`src/rtl/tff_bank_arbiter.sv`:
```
// tff_bank_arbiter: two-requester round-robin arbiter sharing one bank of T cells (JK with j=k=mask bit).
// Optional macro TFF_BANK_STATUS_EN adds op_count, a 16-bit count of completed operations.
//   state | meaning
//   IDLE  | waiting for req0/req1; winner and its mask are captured on leaving
//   APPLY | grant pulse to the winner; bank toggles and pointer flips at the closing edge
module tff_bank_arbiter #(
    parameter int WIDTH = 8
) (
    input  logic             clk,
    input  logic             reset,
    input  logic             req0,
    input  logic [WIDTH-1:0] mask0,
    input  logic             req1,
    input  logic [WIDTH-1:0] mask1,
    output logic             gnt0,
    output logic             gnt1,
    output logic             busy,
    output logic [WIDTH-1:0] q,
    output logic [WIDTH-1:0] qbar
`ifdef TFF_BANK_STATUS_EN
    ,
    output logic [15:0]      op_count
`endif
);

    typedef enum logic {
        IDLE  = 1'b0,
        APPLY = 1'b1
    } state_t;

    state_t           state_q, state_d;
    logic             ptr_q, ptr_d;     // 1 = requester 1 wins a tie
    logic             win_q, win_d;
    logic [WIDTH-1:0] mask_q, mask_d;
    logic [WIDTH-1:0] bank_q, bank_d;

    always_ff @(posedge clk) begin
        if (reset) begin
            state_q <= IDLE;
            ptr_q   <= 1'b0;
            win_q   <= 1'b0;
            mask_q  <= '0;
            bank_q  <= '0;
        end else begin
            state_q <= state_d;
            ptr_q   <= ptr_d;
            win_q   <= win_d;
            mask_q  <= mask_d;
            bank_q  <= bank_d;
        end
    end

    always_comb begin
        state_d = state_q;
        ptr_d   = ptr_q;
        win_d   = win_q;
        mask_d  = mask_q;
        bank_d  = bank_q;
        gnt0    = 1'b0;
        gnt1    = 1'b0;
        busy    = 1'b0;
        case (state_q)
            IDLE: begin
                if (req0 || req1) begin
                    win_d   = req1 & (~req0 | ptr_q);
                    mask_d  = win_d ? mask1 : mask0;
                    state_d = APPLY;
                end
            end
            APPLY: begin
                busy    = 1'b1;
                gnt0    = ~win_q;
                gnt1    = win_q;
                bank_d  = bank_q ^ mask_q;
                ptr_d   = ~win_q;
                state_d = IDLE;
            end
            default: state_d = IDLE;
        endcase
    end

    assign q    = bank_q;
    assign qbar = ~bank_q;

`ifdef TFF_BANK_STATUS_EN
    logic [15:0] cnt_q;

    always_ff @(posedge clk) begin
        if (reset) begin
            cnt_q <= '0;
        end else if (state_q == APPLY) begin
            cnt_q <= cnt_q + 16'd1;
        end
    end

    assign op_count = cnt_q;
`endif

endmodule

```
`config.mk`:
```
export PLATFORM = sky130hd
export DESIGN_NAME = tff_bank_arbiter
export DESIGN_NICKNAME = d
export VERILOG_FILES = /design/src/rtl/tff_bank_arbiter.sv
export SDC_FILE = /design/constraint.sdc
export NUM_CORES = 1
export LEC_CHECK = 0
export CORE_MARGIN = 1
export CORE_UTILIZATION = 25
export DETAILED_ROUTE_END_ITERATION = 10
export PLACE_DENSITY_LB_ADDON = 0.05
export SYNTH_ARGS = -nofsm -noshare
export SYNTH_HDL_FRONTEND = slang
export SYNTH_SLANG_ARGS = --single-unit
```
`constraint.sdc`:
```
create_clock -name clk -period 1.7 [get_ports clk]
set_clock_uncertainty 0.15 [all_clocks]
set_input_delay 0.34 -clock clk [delete_from_list [all_inputs] [get_ports clk]]
set_output_delay 0.34 -clock clk [all_outputs]
set_load 0.02 [all_outputs]
```
==> results of run 1 <==
[critical path, cell delays in order, from the launching register on]
cell	delay, ns
dfxtp_1	0.36
and2_1	0.13
dlygate4sd2_1	0.33
[per-layer routing]
layer,vias up,part of all wire (%)
met5,-,0
met4,0,1.1
met3,2,5.6
met2,23,50
met1,342,44
li1,419,-
[flip-flops by register name, indices dropped and copies added (netlist names)]
| name | count |
|---|---|
| q | 8 |
| ptr_q | 1 |
| mask_q | 8 |
| state_q | 1 |
| win_q | 1 |
[timing repair]
| item | in CTS | in global routing |
|---|---|---|
| gates resized for setup | 21 | 2 |
| hold buffers | 0 | 0 |
| pin swaps | 0 | 0 |
| buffers inserted | 0 | 0 |
| setup endpoints to repair | 19 | 2 |
[cells in the mapped netlist]
cell type	number
nor2_2	2
clkbuf_1	2
and2_1	1
a311oi_2	2
a32oi_1	1
o21ba_1	1
xnor2_1	8
nor2b_1	1
buf_6	1
nand2_1	8
a311oi_1	6
o21ba_2	1
o21bai_1	1
dfxtp_1	19
nand3_1	8
buf_8	1
clkbuf_2	1
nand2b_1	1
inv_1	10
buf_2	2
nor2_1	17
and2b_1	1
o21ai_0	8
[power groups by stage]
stage	clock (mW)	combinational, mW	sequential [mW]
6_report	0.228	0.258	0.499
3_3_place_gp	0	0.280	0.509
2_1_floorplan	0	0.141	0.523
4_1_cts	0.242	0.264	0.499
5_1_grt	0.256	0.284	0.504
3_5_place_dp	0	0.281	0.510
[through the flow]
stage | area, sq um | setup WS (ns) | power [mW] | utilization, % | cells
after global routing | 1320 | 0.0117 | 1.04 | 39.4 | 189
after global placement | 1320 | -0.0426 | 0.789 | 39.6 | 185
after detailed placement | 1320 | -0.0734 | 0.791 | 39.6 | 185
final | 1320 | 0.0949 | 0.985 | 39.4 | 189
after CTS | 1330 | 0.0166 | 1.01 | 39.7 | 189
after floorplan | 868 | 0.285 | 0.664 | - | 103
[worst paths after layout]
check	endpoint	slack [ns]	cells past startpoint
worst min-delay path	mask_q[1]	0.35	2
worst max-delay path	gnt1	0.09	2
worst max register to register	mask_q[0]	0.24	5
worst min register to register	mask_q[1]	0.35	2
[logic make-up after synthesis]
kind of cell,count (synthesis)
buffers and inverters,17
flip-flops,19
AO/OA/AOI/OAI,20
AND/OR/NAND/NOR,39
XOR/XNOR,8
[area by class of cell]
cell class / count / area share (%)
clock buffers: 4 / 2.00
inverters: 10 / 2.85
multi-input cells: 67 / 30.5
flip-flops and latches: 19 / 28.9
well taps: 46 / 4.38
repair buffers: 43 / 31.3
==> flow_summary.ini, run 1 <==
[global_route]
busiest_layer = met2
met3_usage_pct = 5.12
grt.overflow.total = 0
antenna_found_initial = 0
use_met1_pct = 13.4
grt_pass1_wl_microns = 3280
grt_max_degree = 20
use_met2_pct = 22.6
grt_pass1_vias = 750
grt_use_total_pct = 12.5

[synth]
yosysTopAreaCellShare_pct = 43.8
seq_area_frac_synth_pct = 43.8
netlist_area_sq_um = 868
synth_top_area_cell = dfxtp_1
syn-num-nets = 123
synth_compound_area_share_pct = 18.3
synth_cells = 103
yosys.cell_types.count = 23
synthTopCellsByArea = dfxtp_1, xnor2_1, nor2_1, a311oi_1, nand3_1
ys_seq_elements = 19
synth_top_family_by_area = simple AND/OR/NAND/NOR gates
synth_mux_area_share_pct = 0
synthSimpleGateAreaFrac_pct = 19.9
synth_adder_area_share_pct = 0
synth-warning-count = 0
syn_avg_cell_area_sq_um = 8.43
synth_xor_area_share_pct = 8.07

[cells_and_area]
multi_input_area_sq_um = 402
ff_latch_area_sq_um = 380
layout_common_cells = clkdlybuf4s50_1, dfxtp_1, nor2_1, dlygate4sd2_1, inv_1
n_fill_cell = 387
layout.nets = 164
final_layout_size_suffix_gt1_share_pct = 10.5
num_antenna_cells = 0
areaGrowthSynthToFinish_pct = 51.4

[pwr]
p_per_area_nw_per_um2 = 749
pwr-share-comb_pct = 26.2
p_leak_nw = 0.520
p_sw_mw = 0.284
p_seq_share_pct = 50.7
irDropWorstVdd_uv = 359
clockPowerShare_pct = 23.1
p_sw_share_pct = 28.8
internal_power_mw = 0.701

[floorplan]
fp.dieH_microns = 60.9
die_x_microns = 60.9
fp-row-count = 21
core_area_sq_um = 3340
pin_count = 39
start_util_pct = 26.0
die_area_sq_um = 3710

[place]
dp_hpwl_microns = 1500
numPortBuffers = 38
gp_congestion = 0.723

[sta]
fmax_mhz = 623
drv_slew = 0
period_minus_slack_ns = 1.61
worst_slew_pin_slew_ns = 0.352
rsz0062_at_grt = no
hold_viol = 0
fin_crit_sh_pct = 94.4
setup-tns-final_ns = 0
setup_viol = 0
relSlewSlack_pct = 76.5
hold_ws_ns = 0.352

[flow_run]
timing.max_cap.violations = 0

[cts]
clock_sinks = 19
cts_tree = yes
cts_max_path_buffers = 2
cts_buffers = 3
clk_latency_ns = 0.29
h-tree-depth = 1
clkTransAtPathRegs_ns = 0.10
cts_root_buf = clkbuf_4

[routing]
drt-initial-drc-count = 15
via_per_inst = 4.16
drt-total-wl_microns = 2040
route.detailed.drc = 0
first_pass_iters = 2
vias = 786
ant_nets = 0
wl_per_cell_microns = 10.8

[worst_hold_path]
hold_start = mask_q[1]
hold_path.class = flip-flop to flip-flop

[worst_setup_path]
path_class = flip-flop to output pin
cp_max_fo = 3
reg2reg_from = state_q
cp.required_ns = 1.21
end_kind = output pin
cp.arrival_ns = 1.12
startpoint_type = flip-flop
cp-startpoint = win_q

[outcome]
status = finished, final reports clean
(Power assumes the default switching activity.)
==> run 2: changes to the inputs <==
--- a/config.mk
+++ b/config.mk
@@ -5,7 +5,6 @@
 export SDC_FILE = /design/constraint.sdc
 export NUM_CORES = 1
 export LEC_CHECK = 0
-export CORE_MARGIN = 1
 export CORE_UTILIZATION = 25
 export DETAILED_ROUTE_END_ITERATION = 10
 export PLACE_DENSITY_LB_ADDON = 0.05
==> results of run 2 <==
Same layout as run 1: the final DEF is identical, and so are final timing and power.
